## src/rtl/timetag_pkg.sv

```systemverilog
// Shared types and helpers for the timetag host-path serializer.
// Samples are handled as up to 16 bytes; narrower words are zero-extended before byte selection.
package timetag_pkg;

  localparam int SAMPLE_BYTES_DEFAULT = 6;
  localparam int LEN_WIDTH_DEFAULT    = 16;
  localparam int MAX_SAMPLE_BITS      = 128;

  typedef enum logic {
    IDLE = 1'b0,
    SEND = 1'b1
  } ser_state_t;

  // last is the index of the final byte (SAMPLE_BYTES-1); it lets MSB-first order mirror the index.
  function automatic logic [7:0] byte_of(input logic [MAX_SAMPLE_BITS-1:0] word,
                                         input logic [3:0]                 idx,
                                         input logic [3:0]                 last,
                                         input logic                       msb_first);
    logic [3:0] sel;
    sel = msb_first ? (last - idx) : idx;
    return word[{sel, 3'b000} +: 8];
  endfunction

endpackage

```

## src/rtl/sat_readout_counter.sv

```systemverilog
// Saturating event counter with read-and-clear snapshot and a sticky overflow flag.
// An increment landing in the same cycle as a readout is folded into the snapshot, so no event is lost.
module sat_readout_counter #(
  parameter int LEN_WIDTH = 16
) (
  input  logic                 clk,
  input  logic                 reset,
  input  logic                 increment,
  input  logic                 readout_clr,
  output logic [LEN_WIDTH-1:0] count_out,
  output logic                 overflow
);

  logic [LEN_WIDTH-1:0] cnt;
  logic                 sticky;
  logic                 at_max;

  assign at_max = &cnt;

  always_ff @(posedge clk) begin
    if (reset) begin
      cnt       <= '0;
      sticky    <= 1'b0;
      count_out <= '0;
      overflow  <= 1'b0;
    end else if (readout_clr) begin
      count_out <= (increment && !at_max) ? cnt + 1'b1 : cnt;
      overflow  <= sticky | (increment & at_max);
      cnt       <= '0;
      sticky    <= 1'b0;
    end else if (increment) begin
      if (at_max) sticky <= 1'b1;
      else        cnt    <= cnt + 1'b1;
    end
  end

endmodule

```

## src/rtl/timetag_serializer.sv

```systemverilog
// Pops timetag samples from a show-ahead FIFO and streams them to the host one byte per accept,
// counting delivered samples.  State | meaning:  IDLE | no sample held, data_avail=0
//                                                SEND | presenting byte idx, data_avail=1
module timetag_serializer
  import timetag_pkg::*;
#(
  parameter int SAMPLE_BYTES = SAMPLE_BYTES_DEFAULT,
  parameter int LEN_WIDTH    = LEN_WIDTH_DEFAULT,
  parameter int MSB_FIRST    = 0
) (
  input  logic                      clk,
  input  logic                      reset,
  input  logic                      sample_rdy,
  input  logic [8*SAMPLE_BYTES-1:0] sample,
  output logic                      sample_ack,
  output logic                      data_avail,
  output logic [7:0]                data,
  input  logic                      data_accepted,
  input  logic                      abort,
  input  logic                      request_length,
  output logic [LEN_WIDTH-1:0]      length,
  output logic                      overflow
);

  localparam int SW    = 8 * SAMPLE_BYTES;
  localparam int IDX_W = $clog2(SAMPLE_BYTES);
  localparam logic [IDX_W-1:0] LAST_IDX = IDX_W'(SAMPLE_BYTES - 1);
  localparam logic [3:0]       LAST_SEL = 4'(SAMPLE_BYTES - 1);
  localparam logic             MSB_SEL  = (MSB_FIRST != 0);

  ser_state_t       state_q, state_d;
  logic [IDX_W-1:0] idx_q, idx_d;
  logic [SW-1:0]    shreg_q, shreg_d;
  logic [7:0]       data_q, data_d;
  logic             last_accept;

  function automatic logic [MAX_SAMPLE_BITS-1:0] widen(input logic [SW-1:0] v);
    logic [MAX_SAMPLE_BITS-1:0] w;
    w         = '0;
    w[SW-1:0] = v;
    return w;
  endfunction

  always_comb begin
    state_d     = state_q;
    idx_d       = idx_q;
    shreg_d     = shreg_q;
    data_d      = data_q;
    last_accept = (state_q == SEND) && data_accepted && (idx_q == LAST_IDX);
    sample_ack  = !reset && sample_rdy && !abort && ((state_q == IDLE) || last_accept);

    if (sample_ack) begin
      state_d = SEND;
      idx_d   = '0;
      shreg_d = sample;
      data_d  = byte_of(widen(sample), 4'd0, LAST_SEL, MSB_SEL);
    end else if (state_q == SEND) begin
      // abort wins over a concurrent accept, so an aborted last byte never completes the sample
      if (abort || last_accept) begin
        state_d = IDLE;
        idx_d   = '0;
      end else if (data_accepted) begin
        idx_d  = idx_q + 1'b1;
        data_d = byte_of(widen(shreg_q), 4'(idx_d), LAST_SEL, MSB_SEL);
      end
    end
  end

  always_ff @(posedge clk) begin
    if (reset) begin
      state_q <= IDLE;
      idx_q   <= '0;
      shreg_q <= '0;
      data_q  <= '0;
    end else begin
      state_q <= state_d;
      idx_q   <= idx_d;
      shreg_q <= shreg_d;
      data_q  <= data_d;
    end
  end

  assign data_avail = (state_q == SEND);
  assign data       = data_q;

  sat_readout_counter #(
    .LEN_WIDTH(LEN_WIDTH)
  ) u_len_cnt (
    .clk        (clk),
    .reset      (reset),
    .increment  (last_accept & ~abort),
    .readout_clr(request_length),
    .count_out  (length),
    .overflow   (overflow)
  );

endmodule

```

## config.mk

```make
export PLATFORM = sky130hd
export DESIGN_NAME = timetag_serializer
export DESIGN_NICKNAME = d
export VERILOG_FILES = /design/src/rtl/timetag_pkg.sv /design/src/rtl/sat_readout_counter.sv /design/src/rtl/timetag_serializer.sv
export SDC_FILE = /design/constraint.sdc
export NUM_CORES = 1
export LEC_CHECK = 0
export BUFFER_PORTS_ARGS = -buffer_cell sky130_fd_sc_hd__buf_4
export CAP_MARGIN = 40
export CORE_MARGIN = 5
export CORE_UTILIZATION = 50
export DETAILED_ROUTE_END_ITERATION = 10
export HOLD_SLACK_MARGIN = 0.05
export PLACE_DENSITY_LB_ADDON = 0.12
export SLEW_MARGIN = 20
export SYNTH_ARGS = -nofsm -noshare
export SYNTH_HDL_FRONTEND = slang
export SYNTH_SLANG_ARGS = --single-unit
```

## constraint.sdc

```tcl
create_clock -name clk -period 4.15 [get_ports clk]
set_input_delay 0 -clock clk [delete_from_list [all_inputs] [get_ports clk]]
set_output_delay 0 -clock clk [all_outputs]
set_load 0.05 [all_outputs]
```

==> flow_summary.yaml <==
finish:
  nFillCells: 671
  drive_above_1_share: 0.1845
  area_delta_synth_final_pct: 32.35
  fin_cells: 723
  nNetsFinal: 670
  diodes: 0
sta:
  slew_violations: 0
  setup_violations: 0
  max_freq_ghz: 0.4066
  finalHoldViolCount: 0
  finalCriticalPeriod_ps: 2459
  fin_tns_setup_ps: 0
  relSlewSlack: 0.5263
  fin_ws_ps: 1691
  fin_crit_sh: 0.5926
  clock_skew_ps: 8.475
  tightest_slew_ps: 704.6
  rsz0062_at_grt: "false"
route:
  viasPerCell: 5.653
  antenna_left: 0
  drt_iter0_drc: 215
  drt_pass1_iterations: 5
  num_vias: 4087
  avgRoutedWirePerCell_um: 15.05
  drcViolationCount: 0
  wl_um: 10880
worst_setup_path:
  critPathArrivalTime_ps: 2740
  cp-end-kind: "flip-flop"
  timing.rr.start: "idx_q[1]"
  critPathMaxFanout: 16
  required_ps: 4430
  path_class: "reg2reg"
  critPathLaunchType: "flip-flop"
  crit_start: "idx_q[1]"
floorplan:
  die_area_mm2: 0.01034
  start_util: 0.5116
  fp-row-count: 33
  die_y_um: 101.7
  die_x_um: 101.7
  design.core.area_mm2: 0.008217
  io_pins: 81
min_path:
  worstHoldPathType: "in2reg"
  min_from: "data_accepted"
run:
  max_cap_violations: 0
clock_tree:
  ctsResizeCount: 0
  cts_sinks: 94
  worstSkewPairLatency_ps: 360
  post-cts-setup-buffer-count: 0
  cts_hold_buffers: 50
  clkTransAtPathRegs_ps: 90
  cts_root_buffer: "clkbuf_8"
  cts_tree: "built"
  clock_path_buffers: 2
  numCtsBuffers: 9
  cts-htree-levels: 3
pwr:
  powerDensity_mw_per_mm2: 323.2
  max-vdd-ir-drop_mv: 0.2161
  p_leak_nw: 2.040
  power_mw: 1.798
synthesis:
  synthArstFlopShare: 0
  synth_ff_type: "dfxtp_1"
  yosysMostFrequentCell: "nand2_1"
  yosys.area_share.xor_xnor: 0.002083
  synth-edff-count: 0
  synth-compound-area-share: 0.1914
  ys_seq_area_frac: 0.4476
  avgSynthCellArea_um2: 8.259
  synth-simple-area-share: 0.2205
  yosys.area.top_type: "dfxtp_1"
  syn_area_mm2: 0.004204
  synth_top_area_share: 0.4476
  yosys_warnings: 0
  synthTopCellsByCount: "nand2_1, dfxtp_1, a21oi_1"
  synth_area_leaders: "dfxtp_1, nand2_1, a21oi_1"
  synth_top_family_by_area: "simple AND/OR/NAND/NOR gates"
  synthAdderAreaFrac: 0.008929
  synthCells: 509
  synth_nets: 566
  ys_ff_latch: 94
  synth_mux_area_frac: 0.08095
  ys_types: 42
global_route:
  grt_pass1_wl_um: 17850
  antenna_found_initial: 0
  grt_max_degree: 82
  globalRouteOverflowTotal: 0
  grt_pass1_vias: 3773
  track_usage: 0.2162
status:
  status: "finished clean"
placed_design:
  dp_slack_ps: 1721
  place.gp.congestion: 0.8408
  dp_hpwl_um: 7171
  numPortBuffers: 80
  dpl.cell_count: 656
-- worst max-delay path: stages, from the launching register on --
cell and delay (ps):
dfxtp_1 330, inv_1 50, ha_1 210, nand2_1 350
or4_1 760, or3_1 410, a311oi_1 250
-- worst paths after layout --
path	to	slack, ps	cells past startpoint
max	u_len_cnt.count_out[8]	1690	6
min	idx_q[0]	60	4
max reg2reg	u_len_cnt.count_out[8]	1690	6
min reg2reg	shreg_q[42]	460	2
-- metal layers --
metal	vias to the layer above	part of all wire	GRT usage
li1	2034	-	-
met1	1922	0.41	0.2633
met2	118	0.52	0.3793
met3	13	0.052	0.05785
met4	0	0.013	0.05317
met5	-	0	0
-- registers in the layout, summed over array words and instances, names as in the netlist --
name                 count
data                     8
data_avail               1
idx_q                    3
shreg_q                 48
u_len_cnt.cnt           16
u_len_cnt.count_out     16
u_len_cnt.overflow       1
u_len_cnt.sticky         1
-- report_power, final --
group | internal [mW] | total, mW | switching, mW
Combinational | 0.119 | 0.249 | 0.130
Sequential | 0.933 | 0.950 | 0.0170
Clock | 0.278 | 0.599 | 0.321
-- stage by stage --
step / area [um2] / hold slack, ps / util
6_report: 5564 / 55.40 / 0.6772
4_1_cts: 5537 / 52.44 / 0.6738
3_3_place_gp: 4808 / 239.9 / 0.5852
3_5_place_dp: 4847 / 250.1 / 0.5899
2_1_floorplan: 4204 / 79.31 / -
5_1_grt: 5564 / 74.28 / 0.6772
-- layout make-up --
| type | count | area (um2) | area share |
|---|---|---|---|
| Clock buffer | 10 | 127.6 | 0.02294 |
| Clock inverter | 6 | 61.31 | 0.01102 |
| Inverter | 7 | 26.28 | 0.004722 |
| Multi-Input combinational cell | 364 | 2138 | 0.3843 |
| Sequential cell | 94 | 1882 | 0.3382 |
| Tap cell | 105 | 131.4 | 0.02361 |
| Timing Repair Buffer | 137 | 1197 | 0.2152 |
-- layout by cell type (no fill, tap or decap), types with 2 or more instances in the layout --
| cell type | n |
|---|---|
| or3_1 | 6 |
| o22ai_1 | 7 |
| buf_4 | 84 |
| o21ai_0 | 7 |
| dlygate4sd3_1 | 50 |
| a211oi_1 | 6 |
| and2_1 | 2 |
| or4_1 | 9 |
| nand3_1 | 14 |
| a21oi_1 | 71 |
| o31ai_1 | 9 |
| buf_16 | 2 |
| o211ai_1 | 3 |
| a311oi_1 | 8 |
| mux2i_1 | 16 |
| clkinv_2 | 3 |
| a31oi_1 | 2 |
| ha_1 | 3 |
| dfxtp_1 | 94 |
| mux4_2 | 8 |
| a32oi_1 | 4 |
| nor3_1 | 17 |
| clkbuf_8 | 9 |
| nand2_1 | 108 |
| a21boi_0 | 7 |
| nor2_1 | 25 |
| nor4_1 | 6 |
| nand4_1 | 8 |
| o311ai_0 | 2 |
| inv_1 | 6 |
| nand3b_1 | 2 |
-- kinds of logic after synthesis --
group | after synthesis
buffers and inverters | 51
DFF | 94
xor gates and xnor gates | 1
adders and majority gates | 3
AOI/OAI and AO/OA | 132
muxes | 24
and+or+nand+nor | 204
No activity file was read; power rests on OpenSTA's default activity.
